File: config.mk
export PLATFORM = sky130hd
export DESIGN_NAME = wfg_subcore_wishbone_regbank
export DESIGN_NICKNAME = d
export VERILOG_FILES = /design/src/rtl/wfg_subcore_wishbone_regbank.sv
export SDC_FILE = /design/constraint.sdc
export NUM_CORES = 1
export LEC_CHECK = 0
export ABC_CLOCK_PERIOD_IN_PS = 1600
export BUFFER_PORTS_ARGS = -buffer_cell sky130_fd_sc_hd__buf_2
export CORE_ASPECT_RATIO = 1.2
export CORE_MARGIN = 5
export CORE_UTILIZATION = 40
export DETAILED_ROUTE_END_ITERATION = 8
export GPL_TIMING_DRIVEN = 0
export SYNTH_ARGS = -nofsm -noshare
export SYNTH_HDL_FRONTEND = slang
export SYNTH_SLANG_ARGS = --single-unit
File: constraint.sdc
create_clock -name wb_clk_i -period 1.6 [get_ports wb_clk_i]
set_clock_uncertainty 0.15 [all_clocks]
set_input_delay 0.24 -clock wb_clk_i [delete_from_list [all_inputs] [get_ports wb_clk_i]]
set_output_delay 0.24 -clock wb_clk_i [all_outputs]
set_load 0.01 [all_outputs]
File: src/rtl/wfg_subcore_wishbone_regbank.sv
// Wishbone register bank for the multi-channel waveform subcore: byte-lane writes,
// shadowed per-channel SUBCYCLE/SYNC, enables, read-only status and sticky W1C interrupts.
module wfg_subcore_wishbone_regbank #(
  parameter int BUSW = 32,
  parameter int NCH  = 4,
  parameter int SUBW = 16
) (
  input  logic                wb_clk_i,
  input  logic                wb_rst_ni,
  input  logic                wbs_stb_i,
  input  logic                wbs_cyc_i,
  input  logic                wbs_we_i,
  input  logic [BUSW/8-1:0]   wbs_sel_i,
  input  logic [BUSW-1:0]     wbs_dat_i,
  input  logic [BUSW-1:0]     wbs_adr_i,
  output logic                wbs_ack_o,
  output logic [BUSW-1:0]     wbs_dat_o,
  input  logic [NCH-1:0]      cyc_done_i,
  input  logic [NCH-1:0]      evt_i,
  output logic [NCH*SUBW-1:0] cfg_subcycle_q_o,
  output logic [NCH*8-1:0]    cfg_sync_q_o,
  output logic [NCH-1:0]      ctrl_en_q_o,
  output logic                irq_o
);
  localparam int CFGW = SUBW + 8;

  localparam logic [5:0] IDX_CTRL   = 6'd0;
  localparam logic [5:0] IDX_STATUS = 6'd1;
  localparam logic [5:0] IDX_IRQ    = 6'd2;
  localparam logic [5:0] IDX_IRQ_EN = 6'd3;
  localparam logic [5:0] IDX_CFG0   = 6'd4;

  logic            ack_q;
  logic [BUSW-1:0] dat_q;
  logic [BUSW-1:0] rdata;
  logic [NCH-1:0]  en_q, en_d;
  logic [NCH-1:0]  pend_q, pend_d;
  logic [NCH-1:0]  irq_q, irq_d;
  logic [NCH-1:0]  irq_en_q, irq_en_d;
  logic            irq_out_q, irq_out_d;
  logic [CFGW-1:0] shadow_q   [NCH];
  logic [CFGW-1:0] shadow_d   [NCH];
  logic [SUBW-1:0] act_sub_q  [NCH];
  logic [SUBW-1:0] act_sub_d  [NCH];
  logic [7:0]      act_sync_q [NCH];
  logic [7:0]      act_sync_d [NCH];

  logic       accept, wr, rd;
  logic [5:0] widx;
  logic       unused_ok;

  // Masking with ~ack_q makes a held strobe alternate accept/ack cycles.
  assign accept    = wbs_stb_i & wbs_cyc_i & ~ack_q;
  assign wr        = accept & wbs_we_i & (|wbs_sel_i);
  assign rd        = accept & ~wbs_we_i;
  assign widx      = wbs_adr_i[7:2];
  assign unused_ok = ^{wbs_adr_i[BUSW-1:8], wbs_adr_i[1:0], wbs_dat_i};

  always_comb begin
    // NOTE: every always_comb output gets a default first, so no path can leave it unassigned and infer a latch.
    rdata = '0;
    case (widx)
      IDX_CTRL:   rdata[NCH-1:0] = en_q;
      IDX_STATUS: begin
        rdata[NCH-1:0] = en_q;
        rdata[8 +: NCH] = pend_q;
      end
      IDX_IRQ:    rdata[NCH-1:0] = irq_q;
      IDX_IRQ_EN: rdata[NCH-1:0] = irq_en_q;
      default: begin
        for (int k = 0; k < NCH; k++) begin
          if (widx == IDX_CFG0 + 6'(k)) rdata[CFGW-1:0] = shadow_q[k];
        end
      end
    endcase
  end

  always_comb begin
    en_d      = en_q;
    irq_en_d  = irq_en_q;
    irq_d     = irq_q | evt_i;
    pend_d    = pend_q;
    irq_out_d = |(irq_q & irq_en_q);
    for (int k = 0; k < NCH; k++) begin
      shadow_d[k]   = shadow_q[k];
      act_sub_d[k]  = act_sub_q[k];
      act_sync_d[k] = act_sync_q[k];
    end

    if (wr) begin
      case (widx)
        IDX_CTRL: begin
          for (int i = 0; i < NCH; i++) if (wbs_sel_i[i/8]) en_d[i] = wbs_dat_i[i];
        end
        IDX_IRQ: begin
          // A clear loses against an event arriving in the same cycle.
          for (int i = 0; i < NCH; i++) begin
            if (wbs_sel_i[i/8] && wbs_dat_i[i] && !evt_i[i]) irq_d[i] = 1'b0;
          end
        end
        IDX_IRQ_EN: begin
          for (int i = 0; i < NCH; i++) if (wbs_sel_i[i/8]) irq_en_d[i] = wbs_dat_i[i];
        end
        default: ;
      endcase
    end

    for (int k = 0; k < NCH; k++) begin
      // Disabled channels apply immediately; enabled ones wait for a subcycle boundary.
      if (pend_q[k] && (!en_q[k] || cyc_done_i[k])) begin
        act_sub_d[k]  = shadow_q[k][8 +: SUBW];
        act_sync_d[k] = shadow_q[k][7:0];
        pend_d[k]     = 1'b0;
      end
      // A write in the same cycle keeps pend set so the new data waits for the next load.
      if (wr && widx == IDX_CFG0 + 6'(k)) begin
        for (int i = 0; i < CFGW; i++) if (wbs_sel_i[i/8]) shadow_d[k][i] = wbs_dat_i[i];
        pend_d[k] = 1'b1;
      end
    end
  end

  always_ff @(posedge wb_clk_i) begin
    if (!wb_rst_ni) begin
      ack_q     <= 1'b0;
      dat_q     <= '0;
      en_q      <= '0;
      pend_q    <= '0;
      irq_q     <= '0;
      irq_en_q  <= '0;
      irq_out_q <= 1'b0;
      // NOTE: these arrays are plain flop banks, not RAM, so they are reset like any other register.
      for (int k = 0; k < NCH; k++) begin
        shadow_q[k]   <= '0;
        act_sub_q[k]  <= '0;
        act_sync_q[k] <= '0;
      end
    end else begin
      // NOTE: non-blocking assignments so every flop samples pre-edge values regardless of statement order.
      ack_q     <= accept;
      if (rd) dat_q <= rdata;
      en_q      <= en_d;
      pend_q    <= pend_d;
      irq_q     <= irq_d;
      irq_en_q  <= irq_en_d;
      irq_out_q <= irq_out_d;
      for (int k = 0; k < NCH; k++) begin
        shadow_q[k]   <= shadow_d[k];
        act_sub_q[k]  <= act_sub_d[k];
        act_sync_q[k] <= act_sync_d[k];
      end
    end
  end

  assign wbs_ack_o   = ack_q;
  assign wbs_dat_o   = dat_q;
  assign ctrl_en_q_o = en_q;
  assign irq_o       = irq_out_q;

  for (genvar k = 0; k < NCH; k++) begin : g_pack
    assign cfg_subcycle_q_o[k*SUBW +: SUBW] = act_sub_q[k];
    assign cfg_sync_q_o[k*8 +: 8]           = act_sync_q[k];
  end

endmodule

# Word level (Yosys, flattened, before mapping)
# Memories as Yosys holds them, arrays and structs flattened.
# Index checks and enable logic that the tools add are counted.
[word_totals]
ram_bits = 192
output_inout_bits = 134
in_bits = 81
wordCells = 225
reg_bits = 42
n_memories = 3
[classes]
n_reduce_logical = 40
n_eq_ne = 7
mux = 144
bitwise_logic = 21
[mem_list]
columns = ["memory", "words", "width", "rd", "rd_clocked_by_memory_dff", "write_ports", "line_no", "rtl"]
rows = [
  ["shadow_q", 4, 24, 4, 0, 4, "41", "logic [CFGW-1:0] shadow_q [NCH];"],
  ["act_sub_q", 4, 16, 4, 0, 4, "43", "logic [SUBW-1:0] act_sub_q [NCH];"],
  ["act_sync_q", 4, 8, 4, 0, 4, "45", "logic [7:0] act_sync_q [NCH];"],
]
[ops]
columns = ["operator", "count"]
rows = [
  ["two-way mux 24 bit", 12],
  ["two-way mux 16 bit", 8],
  ["two-way mux 1 bit", 110],
  ["two-way mux 8 bit", 8],
  ["== test 6 x 3 -> 1 bit, second input constant", 4],
  ["logical AND 1 bit", 16],
  ["== test 6 x 2 -> 1 bit, second input constant", 2],
  ["two-way mux 12 bit", 1],
  ["two-way mux 4 bit", 3],
  ["OR 1 bit", 12],
  ["one-hot mux 4 bit (3 select lines)", 1],
  ["OR reduction 4 bit", 3],
  ["zero test 1 bit", 8],
  ["one-hot mux 4 bit (2 select lines)", 1],
  ["nonzero test 2 bit", 4],
  ["== test 6 x 1 -> 1 bit, second input constant", 1],
  ["zero test 6 bit", 1],
  ["AND reduction 3 bit", 2],
  ["bitwise AND 1 bit", 5],
  ["bitwise AND 4 bit", 1],
  ["logical OR 1 bit", 4],
  ["OR 4 bit", 1],
  ["OR reduction 3 bit", 1],
  ["NOT 1 bit", 2],
  ["OR reduction 2 bit", 1],
]

# Depth between registers and ports, before layout
# Gate-level depths: netlist of run 1.
[logic_depth]
word_depth = 7
ltp_mapped = 7

# Worst setup path before layout of run 1
# Ideal clock, no wire load.
[synth_path]
kind = "flip-flop to flip-flop"
from = "register ack_q (netlist: wbs_ack_o)"
to = "register en_q[0] (netlist: ctrl_en_q_o[0])"
stages_incl_launch_ff = 7
arrival_time_ps = 1442
setup_time_ps = 128
t_required_ps = 1322
setup_slack_ps = -120
cell_sequence = "dfxtp_1 and4b_1 buf_4 buf_4 nand4_1 nand3_1 o21ai_0"
[synth_via]
elab_chain_cells = 5
[synth_lines]
columns = ["item", "line_no", "rtl"]
rows = [
  ["from (decl)", "33", "logic ack_q;"],
  ["from (signal assigned)", "140", "ack_q <= accept;"],
  ["NOT 1 bit", "53", "assign accept = wbs_stb_i & wbs_cyc_i & ~ack_q;"],
  ["bitwise AND 1 bit", "53", ""],
  ["bitwise AND 1 bit (2 in series)", "54", "assign wr = accept & wbs_we_i & (|wbs_sel_i);"],
  ["AND reduction 3 bit (no source line)", "--", ""],
  ["to (signal assigned)", "142", "en_q <= en_d;"],
  ["to (decl)", "36", "logic [NCH-1:0] en_q, en_d;"],
]
# No other way between the ends.
# A chain may end at the register's enable or synchronous reset.

==> results.md, run 1 <==
- Status: finished with violations
- Failing checks: setup timing
- FF-to-FF path depth: 6
- Reg-to-reg endpoint: shadow_q[2][11]
- Share of layout cells above drive strength 1: about a quarter
- First drt pass iteration count: 5
- CP arrival: about 2.0 ns
- Critical Path Max Stage Delay: 0.33 ns
- DIE WIDTH: between 150 and 200 um
- Starting density of the core: between 40% and 50%
- Post-Route WL: ~32 mm
- Worst slew pin tran: 0.7494 ns
- DRC: 0
- Total GRT Usage: 22.53%
- CP startpoint kind: flop
- Worst Setup SP: wbs_ack_o
- LEAKAGE: 0.005554 uW
- Setup ws final: -0.1258 ns
- GP Congestion: 0.8270
- Worst-Skew Late Latency: between 0.5 and 0.6 ns
- Final Net Count: 1342
- Crit-path cells: and4b_1 > buf_6 > buf_12 > nand4_4 > mux2i_1 > nor2b_1
- Clock power share: between 40% and 50%
- Clock slew at the register clock pins of the worst setup and hold paths: 0.06 ns
- Comb pwr share: under 10%
- Max Fclk: 0.5795 GHz
- Peak supply drop: between 0.7 and 0.8 mV
- P&R area growth vs syn: 28.39%
- CP Capture Point: shadow_q[2][11]
- Commonest non-fill, non-tap cell in the layout: dfxtp_1
- Register area share after synthesis: approximately half
- Reg2Reg Setup Slack: -0.13 ns
- Largest net degree at the start of global routing: 14
- Net Sw Frac: a little under a quarter
- Clk root buf: clkbuf_16
- Utilization after layout: 52.12%
- Initial antenna violation count: 0
- Psw: 2742 uW
- Final Cycle Share: 107.9%
- DR vias/cell: about 5
- Reg power frac: about half
- RSZ-0062 raised after global routing: true
- DRT iter0 DRCs: around 370
- CTS tree: done
- Max-Cap Viols: 0
- RR Startpoint: wbs_ack_o
- Via count: 8111
- Number of failing hold endpoints at the final stage: 0
- Int Pwr: 9396 uW
- DIE AREA: 0.02756 mm^2
- Critical path capture point type: flop
- Minimum clock period: 1.726 ns
- CTS buffer count: 24
- Core Footprint: 0.02397 mm^2
- Most frequent cells in the layout: dfxtp_1 (230), nand2_1 (215), buf_2 (175), nor2b_1 (118), mux2i_1 (102)
- Final Slew Violations: 0
- Input/output buffers: 167
- Clock Sinks: 234
- Post-Syn Area: 0.009731 mm^2
- Setup violations, final: 82
- Yosys cell types: 41
- CP max FO: 8
- Vias in the first global route: just over 8000
- Relative slew margins: 49.62%
- Total power: approximately 12000 uW
- Gate Count Post-Synth: 1023
- DR WL/cell: 19.88 um
- Power Dens Cells: 971.5 mW/mm^2
- I/O pin cnt: 215
- Synthesized area per cell: ~9.5 um^2
- Hold Crit Class: in2reg
- Syn. warnings: 0
- Slowest-stage cell, CP: dfxtp_2
- Final ANT Viol Nets: 0
- Die Y: 180.9 um
- # H-tree levels: 1
- Pre-CTS setup slack: -0.8040 ns
- # rows: 62
- Critical Setup Path Class: reg2reg
- Synthesized flop and latch total: 234
- ANT cells: 0
- Critical Path RT: 1.86 ns
- HPWL Detailed: 23.50 mm
- GRT overflow: 0
- Worst-case clock buffer depth: 3
- First-pass GRT wire length: 48.91 mm
[layout make-up]
| cell class | instances | area [um^2] |
|---|---|---|
| multi-input combinational | 708 | 4841 |
| tap | 320 | 400.4 |
| clock buffer | 37 | 720.7 |
| clock inverter | 7 | 60.06 |
| timing repair buffer | 210 | 1282 |
| buffer | 75 | 469.2 |
| inverter | 8 | 30.03 |
| sequential | 234 | 4690 |
| fill | 2277 | 11480 |
[stage by stage]
step	cell area (um^2)	hold WS, ns	TNS, ns	cells
finish	12490	0.06653	-7.267	1599
global route	12490	0.08636	-12.78	1599
CTS	12310	0.05094	-7.275	1596
detailed placement	11040	0.2914	-94.83	1517
global placement	11040	0.2897	-87.85	1517
floorplan	9799	0.1910	-3.620	1030
[flip-flops by register name, summed over array words and instances, names as in the netlist]
name and cells:
act_sync_q 32, irq_en_q 4, wbs_ack_o 1, act_sub_q 64, ctrl_en_q_o 4, wbs_dat_o 24
shadow_q 96, irq_o 1, pend_q 4, irq_q 4
[repair_timing]
item	in CTS	in global routing
endpoints found under the setup margin	193	191
gates resized for setup	55	76
hold buffers	33	0
pin swaps	2	3
cloned	0	1
buffers inserted	7	2
endpoints found under the hold margin	112	0
[critical path, delay by kind of cell (launching register included)]
kind | cells | cell delay, ns
buffers and inverters | 2 | 0.31
flip-flops | 1 | 0.33
multiplexers | 1 | 0.25
AND/OR/NAND/NOR | 3 | 0.57
[synth_stat cells]
library cell / n / area (um^2)
nand2b_1: 5 / 31.28
a22oi_1: 2 / 15.01
o21ai_0: 31 / 155.2
buf_2: 8 / 40.04
nor4b_4: 1 / 23.77
conb_1: 1 / 3.750
dfxtp_1: 234 / 4684
nand4_1: 5 / 31.28
nor4_2: 1 / 12.51
clkbuf_1: 58 / 217.7
a211oi_1: 4 / 30.03
o41a_1: 1 / 11.26
a211o_1: 19 / 166.4
buf_4: 10 / 75.07
a31oi_1: 4 / 25.02
nand4_4: 9 / 191.4
nand4_2: 3 / 37.54
buf_1: 2 / 7.510
nor2b_1: 119 / 744.5
mux2i_1: 102 / 1021
nor2_1: 4 / 15.01
and2_1: 7 / 43.79
nand2_4: 1 / 11.26
nand2_1: 219 / 822.0
and4b_1: 2 / 20.02
a32oi_1: 1 / 8.760
a2bb2oi_1: 1 / 8.760
mux4_2: 3 / 67.56
a221oi_1: 2 / 17.52
a21boi_0: 100 / 750.7
inv_1: 8 / 30.03
nor4bb_1: 1 / 10.01
nand3_4: 1 / 17.52
nand3_1: 12 / 60.06
o21ai_1: 7 / 35.03
o2bb2ai_1: 5 / 43.79
a21oi_1: 5 / 25.02
o221ai_1: 19 / 166.4
buf_6: 2 / 22.52
nand3b_1: 3 / 22.52
or4_1: 1 / 7.510
[worst min-delay path by stage]
stage	start	end	slack, ns	depth (start not counted)
floorplan	wbs_dat_i[0]	irq_q[0]	0.19	1
global placement	wbs_dat_o[19]	wbs_dat_o[19]	0.29	2
detailed placement	wbs_dat_o[20]	wbs_dat_o[20]	0.29	2
CTS	wbs_adr_i[2]	pend_q[0]	0.05	4
global route	wbs_adr_i[2]	pend_q[0]	0.09	4
finish	wbs_adr_i[2]	pend_q[0]	0.07	4
[layer usage]
layer  part of all wire [%]  up-vias  global-route usage [%]
met2                     50      219                   40.50
li1                       -     3970                       -
met5                      0        -                       0
met4                    3.6        0                   7.986
met1                     41     3871                   26.85
met3                    5.6       51                   4.188
[power by group through the flow]
stage / clock [uW] / combinational, uW / sequential, uW
finish: 5570 / 713 / 5860
global route: 5890 / 756 / 5850
CTS: 5640 / 690 / 5860
detailed placement: 0 / 608 / 5990
global placement: 0 / 605 / 5990
floorplan: 0 / 345 / 5980
[cell families after synthesis]
logic type / after synthesis / synth area share [%]
flops: 234 / 48.14
simple gates: 394 / 21.60
mux: 105 / 11.19
other cells: 1 / 0.03854
compound gates: 201 / 14.99
buf+inv: 88 / 4.038
Power figures use the tool's default switching activity.
==> inputs of run 2 (changes only) <==
Settings changed: BUFFER_PORTS_ARGS -buffer_cell sky130_fd_sc_hd__buf_2 to -buffer_cell sky130_fd_sc_hd__clkbuf_2, SLEW_MARGIN from default to 20.
==> run 2 against run 1 <==
  * The flow still finishes with violations (setup timing)
  * Critical path depth rose by 1
  * First-iteration DRC count increased by 19%
  * Global-route usage shrank 0.24 points
  * Register-to-register slack hardly changed
  * Fmax up 0.79%
  * Sequential share of layout area shrank 0.22 points
==> results.md, run 2 (synthesis gave the netlist of run 1 again) <==
- Critical Setup Path Class: reg2reg (unchanged)
- Largest net degree at the start of global routing: 15 (was 14)
- Failing checks: setup timing (unchanged)
- RSZ-0062 raised after global routing: true (unchanged)
- Critical path capture point type: flop (unchanged)
- Final Net Count: 1351 (was 1342)
- Setup violations, final: 96 (was 82)
- Fillers: 2240 (was 2277)
- DIE AREA: 0.02756 mm^2 (unchanged)
- Vias in the first global route: 8169 (was 8285)
- Worst slew pin tran: 0.7707 ns (was 0.7494 ns)
- Clock slew at the register clock pins of the worst setup and hold paths: 0.07 ns (was 0.06 ns)
- Status: finished with violations (unchanged)
- CP startpoint kind: flop (unchanged)
- Share of layout cells above drive strength 1: 24.65% (was 24.71%)
- Slowest-stage cell, CP: dfxtp_2 (unchanged)
- GP Congestion: 0.8237 (was 0.8270)
- Worst-case clock buffer depth: 3 (unchanged)
- DRT iter0 DRCs: 438 (was 368)
- Most frequent cells in the layout: dfxtp_1 (233), nand2_1 (214), clkbuf_2 (178), nor2b_1 (118), mux2i_1 (101) (was dfxtp_1 (230), nand2_1 (215), buf_2 (175), nor2b_1 (118), mux2i_1 (102))
- Critical Path Max Stage Delay: 0.32 ns (was 0.33 ns)
- Power Dens Cells: 980.4 mW/mm^2 (was 971.5 mW/mm^2)
- Die Y: 180.9 um (unchanged)
- Biggest regs: shadow_q x96, act_sub_q x64, act_sync_q x32 (unchanged)
- Setup ws final: -0.1122 ns (was -0.1258 ns)
- P&R area growth vs syn: 29.03% (was 28.39%)
- Final hold slack: 0.05326 ns (was 0.06653 ns)
- Critical Path RT: 1.87 ns (was 1.86 ns)
- I/O pin cnt: 215 (unchanged)
- CTS buffer count: 25 (was 24)
- Relative slew margins: 48.19% (was 49.62%)
- Clk root buf: clkbuf_16 (unchanged)
- First-pass GRT wire length: 48.51 mm (was 48.91 mm)
- Most used cell along the critical path: buf_6
- Number of failing hold endpoints at the final stage: 0 (unchanged)
- Setup TNS: -5.886 ns (was -7.267 ns)
- # rows: 62 (unchanged)
- CP arrival: 1.98 ns (about the same)
- Crit-path cells: and4b_1 > buf_6 > buf_12 > nand4_4 > buf_6 > mux2i_1 > nor2b_1 (was and4b_1 > buf_6 > buf_12 > nand4_4 > mux2i_1 > nor2b_1)
- Worst-Skew Late Latency: 0.52 ns (was 0.51 ns)
- Starting density of the core: 40.59% (unchanged)
- Final Slew Violations: 0 (unchanged)
- Post-Route WL: 31.58 mm (was 31.78 mm)
- Largest Register: shadow_q (unchanged)
- Core Footprint: 0.02397 mm^2 (unchanged)
- Input/output buffers: 167 (unchanged)
- GRT overflow: 0 (unchanged)
- DIE WIDTH: 152.4 um (unchanged)
- # H-tree levels: 1 (unchanged)
- Final Cycle Share: 107.0% (was 107.9%)
- Max reg flops: 96 (unchanged)
- First drt pass iteration count: 5 (unchanged)
- LEAKAGE: 0.005480 uW (was 0.005554 uW)
- Minimum clock period: 1.712 ns (was 1.726 ns)
- Hold Crit Class: in2reg (unchanged)
- DR vias/cell: 5.100 (was 5.073)
- Max-Cap Viols: 0 (unchanged)
- Via count: 8200 (was 8111)
- HPWL Detailed: 23.48 mm (was 23.50 mm)
- CTS tree: done (unchanged)
- Max Fclk: 0.5840 GHz (was 0.5795 GHz)
- DRC: 0 (unchanged)
- Peak supply drop: 0.7476 mV (was 0.7066 mV)
- DR WL/cell: 19.64 um (was 19.88 um)
- Total GRT Usage: 22.29% (was 22.53%)
- Final ANT Viol Nets: 0 (unchanged)
- CP max FO: 4 (was 8)
- Clock Sinks: 234 (unchanged)
- Crit path buf inv count: 3 (was 2)
- Commonest non-fill, non-tap cell in the layout: dfxtp_1 (unchanged)
- Crit-path leading delay family: simple AND/OR/NAND/NOR gates (unchanged)
- Initial antenna violation count: 0 (unchanged)
## run 2: cell types whose count changed in the layout (fill, tap and decap cells not counted), sizes merged
cell / previous run / this run
clkbuf: 84 / 244
inv: 8 / 9
diode: 0 / 2
bufinv: 1 / 2
clkinvlp: 0 / 4
buf: 205 / 46
## run 2: report_power, final
group / internal [uW] / total [uW] / switching [uW]
logic: 301 / 712 / 412
clock network: 3320 / 5740 / 2420
registers: 5840 / 5860 / 13.0
total: 9460 / 12300 / 2850
## run 2: final cells by class
cell class / count / area (um^2) / share of cell area [%]
antenna: 2 / 5.005 / 0.03986
timing repair buffer: 218 / 1364 / 10.86
clock inverter: 13 / 128.9 / 1.026
sequential: 234 / 4686 / 37.32
buffer: 75 / 473.0 / 3.767
multi-input combinational: 708 / 4795 / 38.19
inverter: 8 / 30.03 / 0.2392
clock buffer: 30 / 674.4 / 5.371
tap: 320 / 400.4 / 3.189
## run 2: worst register-to-register path: stages (launching register included)
cell,delay (ns)
dfxtp_2,0.32
and4b_1,0.25
buf_6,0.13
buf_12,0.12
nand4_4,0.19
buf_6,0.22
mux2i_1,0.16
nor2b_1,0.06
## run 2: through the flow
step	power [uW]	setup WS, ns	utilization (%)	area, um^2	instances
finish	12310	-0.1122	52.38	12560	1608
global route	12680	-0.1989	52.36	12550	1606
CTS	12360	-0.1185	51.78	12410	1600
detailed placement	6592	-0.8061	46.04	11040	1517
global placement	6590	-0.8066	46.04	11040	1517
floorplan	6330	-0.04471	-	9799	1030
## run 2: path summary, 6_finish.rpt
check | depth (start not counted) | slack (ns) | end | startpoint
max reg2reg | 7 | -0.11 | shadow_q[1][7] | wbs_ack_o
min | 4 | 0.05 | pend_q[0] | wbs_adr_i[2]
min reg2reg | 2 | 0.31 | wbs_dat_o[16] | wbs_dat_o[16]
max | 7 | -0.11 | shadow_q[1][7] | wbs_ack_o
## run 2: timing repair
item / in CTS / in global routing
pin swaps: 2 / 1
setup buffers: 11 / 6
endpoints found under the hold margin: 112 / 0
gates cloned: 1 / 0
resized for setup: 55 / 65
endpoints found under the setup margin: 200 / 193
hold buffers: 33 / 0
## run 2: layer usage
layer	routed length (um)	track usage (%)
met5	0	0
met1	12980	27.67
met2	15770	39.96
met3	1804	3.159
met4	1022	6.906
